File: src/rtl/decode_stage_pipelined_pkg.sv
// Shared opcode/funct encodings, ALU operation codes and control-word layout
// for the pipelined decode stage.
package decode_pkg;

    localparam logic [5:0] OP_RTYPE = 6'h00;
    localparam logic [5:0] OP_J     = 6'h02;
    localparam logic [5:0] OP_JAL   = 6'h03;
    localparam logic [5:0] OP_BEQ   = 6'h04;
    localparam logic [5:0] OP_BNE   = 6'h05;
    localparam logic [5:0] OP_ADDI  = 6'h08;
    localparam logic [5:0] OP_SLTI  = 6'h0A;
    localparam logic [5:0] OP_ANDI  = 6'h0C;
    localparam logic [5:0] OP_ORI   = 6'h0D;
    localparam logic [5:0] OP_LW    = 6'h23;
    localparam logic [5:0] OP_SW    = 6'h2B;

    localparam logic [5:0] FN_SLL     = 6'h00;
    localparam logic [5:0] FN_SRL     = 6'h02;
    localparam logic [5:0] FN_JR      = 6'h08;
    localparam logic [5:0] FN_SYSCALL = 6'h0C;
    localparam logic [5:0] FN_ADD     = 6'h20;
    localparam logic [5:0] FN_SUB     = 6'h22;
    localparam logic [5:0] FN_AND     = 6'h24;
    localparam logic [5:0] FN_OR      = 6'h25;
    localparam logic [5:0] FN_SLT     = 6'h2A;

    localparam logic [3:0] ALU_OP_NOP = 4'd0;
    localparam logic [3:0] ALU_OP_ADD = 4'd1;
    localparam logic [3:0] ALU_OP_SUB = 4'd2;
    localparam logic [3:0] ALU_OP_AND = 4'd3;
    localparam logic [3:0] ALU_OP_OR  = 4'd4;
    localparam logic [3:0] ALU_OP_SLT = 4'd5;
    localparam logic [3:0] ALU_OP_SLL = 4'd6;
    localparam logic [3:0] ALU_OP_SRL = 4'd7;

    localparam int SYSCALL_EXIT = 10;

    typedef enum logic [1:0] {
        DEST_NONE,
        DEST_RD,
        DEST_RT,
        DEST_LINK
    } dest_sel_e;

    typedef struct packed {
        logic       reg_write;
        logic       mem_to_reg;
        logic       mem_write;
        logic       alu_src;
        logic       link;
        logic [3:0] alu_op;
        dest_sel_e  dest_sel;
        logic       zero_ext;
        logic       reads_rs;
        logic       reads_rt;
        logic       is_beq;
        logic       is_bne;
        logic       is_jtarget;
        logic       is_jr;
        logic       is_syscall;
    } ctrl_t;

    function automatic logic [3:0] funct_alu_op(input logic [5:0] funct);
        case (funct)
            FN_ADD:  return ALU_OP_ADD;
            FN_SUB:  return ALU_OP_SUB;
            FN_AND:  return ALU_OP_AND;
            FN_OR:   return ALU_OP_OR;
            FN_SLT:  return ALU_OP_SLT;
            FN_SLL:  return ALU_OP_SLL;
            FN_SRL:  return ALU_OP_SRL;
            default: return ALU_OP_NOP;
        endcase
    endfunction

endpackage

File: src/rtl/decode_stage_pipelined_register_file.sv
// Two-read/one-write register file; register 0 is hard-wired to zero and a
// same-cycle write is forwarded to any matching nonzero read port.
module register_file #(
    parameter int  DATA_WIDTH = 32,
    parameter int  REG_COUNT  = 32,
    localparam int ID_WIDTH   = $clog2(REG_COUNT)
) (
    input  logic                  clock_i,
    input  logic                  reset_n_i,
    input  logic                  write_en_i,
    input  logic [ID_WIDTH-1:0]   write_id_i,
    input  logic [DATA_WIDTH-1:0] write_value_i,
    input  logic [ID_WIDTH-1:0]   read_id_a_i,
    output logic [DATA_WIDTH-1:0] read_value_a_o,
    input  logic [ID_WIDTH-1:0]   read_id_b_i,
    output logic [DATA_WIDTH-1:0] read_value_b_o
);

    logic [DATA_WIDTH-1:0] regs_q [REG_COUNT];

    always_ff @(posedge clock_i or negedge reset_n_i) begin
        if (!reset_n_i) begin
            for (int i = 0; i < REG_COUNT; i++) regs_q[i] <= '0;
        end else if (write_en_i && write_id_i != '0) begin
            regs_q[write_id_i] <= write_value_i;
        end
    end

    always_comb begin
        read_value_a_o = '0;
        read_value_b_o = '0;
        if (read_id_a_i != '0)
            read_value_a_o = (write_en_i && write_id_i == read_id_a_i) ? write_value_i : regs_q[read_id_a_i];
        if (read_id_b_i != '0)
            read_value_b_o = (write_en_i && write_id_i == read_id_b_i) ? write_value_i : regs_q[read_id_b_i];
    end

endmodule

File: src/rtl/decode_stage_pipelined.sv
// Pipelined MIPS decode stage: bypassed register file, branch/jump resolution,
// load-use bubble insertion, sticky exit halt and a valid/ready ID/EX register.
module decode_stage_pipelined
    import decode_pkg::*;
#(
    parameter int  DATA_WIDTH      = 32,
    parameter int  REG_COUNT       = 32,
    parameter int  LINK_REG        = 31,
    parameter int  STALL_CNT_WIDTH = 16,
    localparam int REG_ID_WIDTH    = $clog2(REG_COUNT)
) (
    input  logic                       clock,
    input  logic                       reset_n,
    input  logic                       in_valid,
    output logic                       in_ready,
    input  logic [31:0]                instruction,
    input  logic [DATA_WIDTH-1:0]      pc_plus_four,
    input  logic                       reg_write_W,
    input  logic [REG_ID_WIDTH-1:0]    writeback_id,
    input  logic [DATA_WIDTH-1:0]      writeback_value,
    output logic                       out_valid,
    input  logic                       out_ready,
    output logic [DATA_WIDTH-1:0]      out_rs_value,
    output logic [DATA_WIDTH-1:0]      out_rt_value,
    output logic [DATA_WIDTH-1:0]      out_immediate,
    output logic [DATA_WIDTH-1:0]      out_link_value,
    output logic [REG_ID_WIDTH-1:0]    out_dest_id,
    output logic [4:0]                 out_shamt,
    output logic                       out_reg_write,
    output logic                       out_mem_to_reg,
    output logic                       out_mem_write,
    output logic                       out_alu_src,
    output logic                       out_link,
    output logic [3:0]                 out_alu_op,
    output logic                       jump,
    output logic [DATA_WIDTH-1:0]      jump_address,
    output logic                       halted,
    output logic [STALL_CNT_WIDTH-1:0] stall_count
);

    logic [5:0]  opcode, funct;
    logic [4:0]  rsField, rtField, rdField, shamtField;
    logic [15:0] imm16;
    logic [25:0] target26;

    assign opcode     = instruction[31:26];
    assign rsField    = instruction[25:21];
    assign rtField    = instruction[20:16];
    assign rdField    = instruction[15:11];
    assign shamtField = instruction[10:6];
    assign funct      = instruction[5:0];
    assign imm16      = instruction[15:0];
    assign target26   = instruction[25:0];

    ctrl_t ctrl;

    always_comb begin
        ctrl = '0;
        case (opcode)
            OP_RTYPE: begin
                case (funct)
                    FN_ADD, FN_SUB, FN_AND, FN_OR, FN_SLT: begin
                        ctrl.reg_write = 1'b1; ctrl.dest_sel = DEST_RD;
                        ctrl.reads_rs  = 1'b1; ctrl.reads_rt = 1'b1;
                        ctrl.alu_op    = funct_alu_op(funct);
                    end
                    FN_SLL, FN_SRL: begin
                        ctrl.reg_write = 1'b1; ctrl.dest_sel = DEST_RD;
                        ctrl.reads_rt  = 1'b1; ctrl.alu_op = funct_alu_op(funct);
                    end
                    FN_JR:      begin ctrl.is_jr = 1'b1; ctrl.reads_rs = 1'b1; end
                    FN_SYSCALL: begin ctrl.is_syscall = 1'b1; ctrl.reads_rs = 1'b1; end
                    default: ;
                endcase
            end
            OP_J:   ctrl.is_jtarget = 1'b1;
            OP_JAL: begin
                ctrl.is_jtarget = 1'b1; ctrl.reg_write = 1'b1;
                ctrl.link       = 1'b1; ctrl.dest_sel  = DEST_LINK;
            end
            OP_BEQ, OP_BNE: begin
                ctrl.is_beq   = (opcode == OP_BEQ); ctrl.is_bne = (opcode == OP_BNE);
                ctrl.reads_rs = 1'b1; ctrl.reads_rt = 1'b1; ctrl.alu_op = ALU_OP_SUB;
            end
            OP_ADDI, OP_SLTI, OP_ANDI, OP_ORI, OP_LW: begin
                ctrl.reg_write  = 1'b1; ctrl.alu_src = 1'b1;
                ctrl.dest_sel   = DEST_RT; ctrl.reads_rs = 1'b1;
                ctrl.mem_to_reg = (opcode == OP_LW);
                ctrl.zero_ext   = (opcode == OP_ANDI) || (opcode == OP_ORI);
                ctrl.alu_op     = (opcode == OP_SLTI) ? ALU_OP_SLT :
                                  (opcode == OP_ANDI) ? ALU_OP_AND :
                                  (opcode == OP_ORI)  ? ALU_OP_OR  : ALU_OP_ADD;
            end
            OP_SW: begin
                ctrl.mem_write = 1'b1; ctrl.alu_src = 1'b1; ctrl.alu_op = ALU_OP_ADD;
                ctrl.reads_rs  = 1'b1; ctrl.reads_rt = 1'b1;
            end
            default: ;
        endcase
    end

    // Syscall reads its service number from register 2 through the rs port,
    // so it also participates in load-use detection on $2.
    logic [REG_ID_WIDTH-1:0] rsId, rtId, destId;
    logic [DATA_WIDTH-1:0]   rsValue, rtValue, immExt;

    assign rsId = ctrl.is_syscall ? REG_ID_WIDTH'(2) : REG_ID_WIDTH'(rsField);
    assign rtId = REG_ID_WIDTH'(rtField);

    register_file #(.DATA_WIDTH(DATA_WIDTH), .REG_COUNT(REG_COUNT)) u_regs (
        .clock_i        (clock),
        .reset_n_i      (reset_n),
        .write_en_i     (reg_write_W),
        .write_id_i     (writeback_id),
        .write_value_i  (writeback_value),
        .read_id_a_i    (rsId),
        .read_value_a_o (rsValue),
        .read_id_b_i    (rtId),
        .read_value_b_o (rtValue)
    );

    assign immExt = ctrl.zero_ext ? {{(DATA_WIDTH-16){1'b0}}, imm16}
                                  : {{(DATA_WIDTH-16){imm16[15]}}, imm16};

    always_comb begin
        destId = '0;
        case (ctrl.dest_sel)
            DEST_RD:   destId = REG_ID_WIDTH'(rdField);
            DEST_RT:   destId = rtId;
            DEST_LINK: destId = REG_ID_WIDTH'(LINK_REG);
            default:   destId = '0;
        endcase
    end

    logic                       outValid_q, outRegWrite_q, outMemToReg_q, outMemWrite_q;
    logic                       outAluSrc_q, outLink_q;
    logic [3:0]                 outAluOp_q;
    logic [4:0]                 outShamt_q;
    logic [REG_ID_WIDTH-1:0]    outDestId_q;
    logic [DATA_WIDTH-1:0]      outRsValue_q, outRtValue_q, outImmediate_q, outLinkValue_q;
    logic                       halted_q, halted_d;
    logic [STALL_CNT_WIDTH-1:0] stallCount_q, stallCount_d;
    logic                       loadEn, hazard, fire, takeRedirect;

    assign loadEn = out_ready || !outValid_q;
    assign hazard = outValid_q && outMemToReg_q && outRegWrite_q && (outDestId_q != '0) &&
                    ((ctrl.reads_rs && outDestId_q == rsId) || (ctrl.reads_rt && outDestId_q == rtId));
    assign in_ready = loadEn && !hazard && !halted_q;
    assign fire     = in_valid && in_ready;

    assign takeRedirect = (ctrl.is_beq && rsValue == rtValue) || (ctrl.is_bne && rsValue != rtValue) ||
                          ctrl.is_jtarget || ctrl.is_jr;
    assign jump = fire && takeRedirect;

    always_comb begin
        jump_address = pc_plus_four + (immExt << 2);
        if (ctrl.is_jr)
            jump_address = rsValue;
        else if (ctrl.is_jtarget)
            jump_address = {pc_plus_four[DATA_WIDTH-1:28], target26, 2'b00};
    end

    always_comb begin
        halted_d     = halted_q;
        stallCount_d = stallCount_q;
        if (fire && ctrl.is_syscall && rsValue == DATA_WIDTH'(SYSCALL_EXIT))
            halted_d = 1'b1;
        if (in_valid && loadEn && hazard && stallCount_q != '1)
            stallCount_d = stallCount_q + 1'b1;
    end

    always_ff @(posedge clock or negedge reset_n) begin
        if (!reset_n) begin
            halted_q     <= 1'b0;
            stallCount_q <= '0;
        end else begin
            halted_q     <= halted_d;
            stallCount_q <= stallCount_d;
        end
    end

    // Fields only change on an accepted instruction; a bubble just clears valid.
    always_ff @(posedge clock or negedge reset_n) begin
        if (!reset_n) begin
            outValid_q     <= 1'b0;
            outRegWrite_q  <= 1'b0;
            outMemToReg_q  <= 1'b0;
            outMemWrite_q  <= 1'b0;
            outAluSrc_q    <= 1'b0;
            outLink_q      <= 1'b0;
            outAluOp_q     <= '0;
            outShamt_q     <= '0;
            outDestId_q    <= '0;
            outRsValue_q   <= '0;
            outRtValue_q   <= '0;
            outImmediate_q <= '0;
            outLinkValue_q <= '0;
        end else if (loadEn) begin
            outValid_q <= fire;
            if (fire) begin
                outRegWrite_q  <= ctrl.reg_write;
                outMemToReg_q  <= ctrl.mem_to_reg;
                outMemWrite_q  <= ctrl.mem_write;
                outAluSrc_q    <= ctrl.alu_src;
                outLink_q      <= ctrl.link;
                outAluOp_q     <= ctrl.alu_op;
                outShamt_q     <= shamtField;
                outDestId_q    <= destId;
                outRsValue_q   <= rsValue;
                outRtValue_q   <= rtValue;
                outImmediate_q <= immExt;
                outLinkValue_q <= pc_plus_four;
            end
        end
    end

    assign out_valid      = outValid_q;
    assign out_reg_write  = outRegWrite_q;
    assign out_mem_to_reg = outMemToReg_q;
    assign out_mem_write  = outMemWrite_q;
    assign out_alu_src    = outAluSrc_q;
    assign out_link       = outLink_q;
    assign out_alu_op     = outAluOp_q;
    assign out_shamt      = outShamt_q;
    assign out_dest_id    = outDestId_q;
    assign out_rs_value   = outRsValue_q;
    assign out_rt_value   = outRtValue_q;
    assign out_immediate  = outImmediate_q;
    assign out_link_value = outLinkValue_q;
    assign halted         = halted_q;
    assign stall_count    = stallCount_q;

endmodule

File: config.mk
export PLATFORM = sky130hd
export DESIGN_NAME = decode_stage_pipelined
export DESIGN_NICKNAME = d
export VERILOG_FILES = /design/src/rtl/decode_stage_pipelined_pkg.sv /design/src/rtl/decode_stage_pipelined_register_file.sv /design/src/rtl/decode_stage_pipelined.sv
export SDC_FILE = /design/constraint.sdc
export NUM_CORES = 2
export LEC_CHECK = 0
export CORE_MARGIN = 2
export CORE_UTILIZATION = 55
export CTS_CLUSTER_SIZE = 16
export DETAILED_ROUTE_END_ITERATION = 10
export PLACE_DENSITY = 0.81
export SYNTH_ARGS = -nofsm -noshare
export SYNTH_HDL_FRONTEND = slang
export SYNTH_HIERARCHICAL = 1
export SYNTH_SLANG_ARGS = --single-unit
File: constraint.sdc
create_clock -name clock -period 8.85 [get_ports clock]
set_input_delay 1.77 -clock clock [delete_from_list [all_inputs] [get_ports clock]]
set_output_delay 1.77 -clock clock [all_outputs]
set_load 0.005 [all_outputs]
==> flow_summary.json <==
{
  "overflow": 0,
  "netlist_top_cells_area": "dfrtp_1 (45%), mux2_2 (18%), mux4_2 (13%)",
  "r2r_setup_slack_ps": 5260,
  "reg2reg_depth": 10,
  "fin_ws_ps": -84.7,
  "synth_cells": 4693,
  "htree_levels": 3,
  "die_h_um": 346,
  "hold_viol": 0,
  "switchingPower_mw": 4.81,
  "cp-end-kind": "output pin",
  "failed_checks": "setup timing",
  "syn_avg_cell_area_um2": 13.7,
  "routed_wl_mm": 223,
  "clock_sinks": 1168,
  "ios": 305,
  "grt.total_usage_pct": 36.8,
  "num_vias": 48000,
  "clk_pin_slew_worst_paths_ps": 60,
  "fin_nets": 5137,
  "synth_most_common_cell": "dfrtp_1",
  "drcViolationCount": 0,
  "synth_edf_count": 0,
  "r2r-end": "halted",
  "clockBufferDepth": 3,
  "clock_power_share_pct": 31.2,
  "drv_cap": 0,
  "setup_violations": 1,
  "worstHoldPathCells": 0,
  "die_w_um": 346,
  "yosys.cell_types.count": 88,
  "grt_max_degree": 174,
  "fin_crit_sh_pct": 101,
  "p_comb_share_pct": 24.8,
  "dieArea_mm2": 0.120,
  "slew_headroom_pct": 18.2,
  "wl_per_cell_um": 33.7,
  "synth_area_mm2": 0.0643,
  "clock_skew_ps": 32.4,
  "worst_pin_slew_ps": 1220,
  "drive_gt1_share_pct": 41.4,
  "async_flop_share_pct": 100,
  "largest_register_ffs": 1024,
  "min_from": "u_regs/regs_q[1021]",
  "antenna_left": 0,
  "final.fill_count": 8036,
  "p_leak_nw": 32.7,
  "grt_pass1_wl_mm": 326,
  "synth-seq-cells": 1168,
  "crit_type": "in -> out",
  "sequentialPowerShare_pct": 44.0,
  "yosysSeqAreaShare_pct": 45.5,
  "cts_root_buf": "clkbuf_16",
  "netlist_top_cells_count": "dfrtp_1 (1168), mux2_2 (1010), mux4_2 (383)",
  "reg2reg_from": "u_regs/regs_q[265]",
  "setup_tns_ps": -84.7,
  "port_buffers": 303,
  "start_util_pct": 55.4,
  "pre_cts_ws_ps": -526,
  "antenna_found_initial": 17,
  "whs_ps": 399,
  "vdd_ir_drop_max_uv": 164,
  "power.internal_mw": 11.4,
  "cts_tree": "done",
  "core_mm2": 0.116,
  "holdPathEnd": "u_regs/regs_q[1021]",
  "power_density_mw_per_mm2": 217,
  "synth_top_area_cell": "dfrtp_1",
  "cp_max_fo": 18,
  "dpl_cell_area_mm2": 0.0702,
  "status": "finished with violations",
  "regMostFlops": "u_regs/regs_q",
  "dr.pass1.iters": 8,
  "area_growth_pct": 16.1,
  "hold_buffers": 0,
  "worstPathArrival_ps": 7160,
  "synth-main-ff-cell": "dfrtp_1",
  "post_drt_via_cell_ratio": 7.24,
  "grt_pass1_vias": 47900,
  "ys_warn_count": 6,
  "hpwl_mm": 142,
  "gp_congestion": 1.00,
  "switching_share_pct": 29.6,
  "cts_buffers": 115,
  "startpoint_type": "input port",
  "num_rows": 125,
  "drv_slew": 0,
  "first_iter_violations": 6427,
  "required_ps": 7080,
  "synth_fp_nets": 4830,
  "yosys.area.top_type_share_pct": 45.5,
  "post-route-cell-area_mm2": 0.0746,
  "fmax_mhz": 112,
  "post-route-min-period_ps": 8930,
  "hold_class": "reg -> reg",
  "clk_latency_ps": 760
}
==> power groups by stage <==
| stage | Sequential [mW] | Clock (mW) | Combinational (mW) |
|---|---|---|---|
| 6_report | 7.15 | 5.06 | 4.02 |
| 3_5_place_dp | 7.17 | 0 | 3.84 |
| 5_1_grt | 7.24 | 5.30 | 4.20 |
| 4_1_cts | 7.09 | 5.09 | 3.91 |
| 3_3_place_gp | 7.08 | 0 | 3.73 |
| 2_1_floorplan | 6.91 | 0 | 2.47 |
==> cell usage in the layout, fill, tap and decap left out, drive strengths merged, types with 11 or more instances in the layout <==
| cell | Yosys | final |
|---|---|---|
| nand4 | 17 | 17 |
| nor3 | 18 | 18 |
| nor4 | 20 | 20 |
| clkbuf | 217 | 168 |
| nor3b | 14 | 14 |
| o211ai | 19 | 19 |
| nor2b | 14 | 14 |
| o21ai | 57 | 57 |
| nand2b | 13 | 13 |
| xnor2 | 37 | 37 |
| buf | 278 | 383 |
| o2111ai | 14 | 14 |
| mux2i | 254 | 254 |
| nand2 | 171 | 171 |
| mux2 | 1112 | 1112 |
| o221a | 20 | 20 |
| o221ai | 11 | 11 |
| ha | 30 | 30 |
| nor2 | 122 | 122 |
| a21o | 24 | 24 |
| xor2 | 47 | 47 |
| o22ai | 18 | 18 |
| mux4 | 408 | 408 |
| clkinv | 1 | 29 |
| nand3 | 55 | 55 |
| o2bb2ai | 14 | 14 |
| a31oi | 39 | 39 |
| a22oi | 212 | 212 |
| a211oi | 18 | 18 |
| clkdlybuf4s50 | 0 | 295 |
| dfrtp | 1168 | 1168 |
| or3 | 16 | 16 |
| a21oi | 104 | 104 |
| inv | 15 | 20 |
==> logic make-up after synthesis <==
group,after synthesis,synth area share (%)
AOI/OAI and AO/OA,613,6.73
xor gates and xnor gates,84,1.14
adders and majority gates,31,0.615
buffers and inverters,511,4.23
DFF,1168,45.5
muxes,1774,37.9
other,1,0.00583
and+or+nand+nor,511,3.92
==> per-stage QoR <==
stage          power (mW)  cells  utilization (%)
3_5_place_dp         11.0   6393             60.5
2_1_floorplan        9.38   4693                -
6_report             16.2   6626             64.3
5_1_grt              16.7   6619             64.3
4_1_cts              16.1   6609             64.1
3_3_place_gp         10.8   6393             60.5
==> routing by layer <==
layer,wire [um],global-route usage [%],vias to the layer above
li1,-,-,18600
met5,136,0,-
met4,18200,25.1,18
met1,78100,46.4,24500
met2,96300,53.3,3784
met3,30400,13.1,1081
==> critical path, cell delays in order <==
cell and delay [ps]:
clkdlybuf4s50_1 990, buf_4 410, nor3_1 80, nand2_1 100, buf_4 400, o211a_1 240, buf_4 300, o21ai_0 140
o211ai_1 840, xor2_1 330, nor4_2 310, nand4_1 120, nor2_1 160, buf_4 180, xnor2_1 60, or3_1 320
a21oi_2 140, dlygate4sd2_1 240
==> worst max-delay path by stage <==
stage	startpoint	to	slack, ps	depth (start not counted)
after CTS	instruction[28]	jump	160	22
after detailed placement	instruction[29]	jump	-530	22
after global placement	instruction[29]	jump	-500	22
after floorplan	instruction[30]	jump	1460	20
final	instruction[19]	jump	-80	18
after global routing	instruction[28]	jump	-80	25
==> cell type report <==
cell class,count,area (um2),share of cell area [%]
Multi-Input combinational cell,3014,32900,44.0
Sequential cell,1168,29200,39.2
Timing Repair Buffer,685,6650,8.91
Clock buffer,165,3420,4.58
Tap cell,1524,1910,2.55
Clock inverter,44,464,0.622
Inverter,16,67.6,0.0905
Antenna cell,10,25.0,0.0335
==> timing repair <==
item                                    in CTS  in global routing
pin swaps                                   11                 14
endpoints found under the setup margin       1                  1
cloned                                       1                  3
resized for setup                           44                 35
buffers inserted                             6                  5
Note: power is estimated with default switching activity, not from simulation.
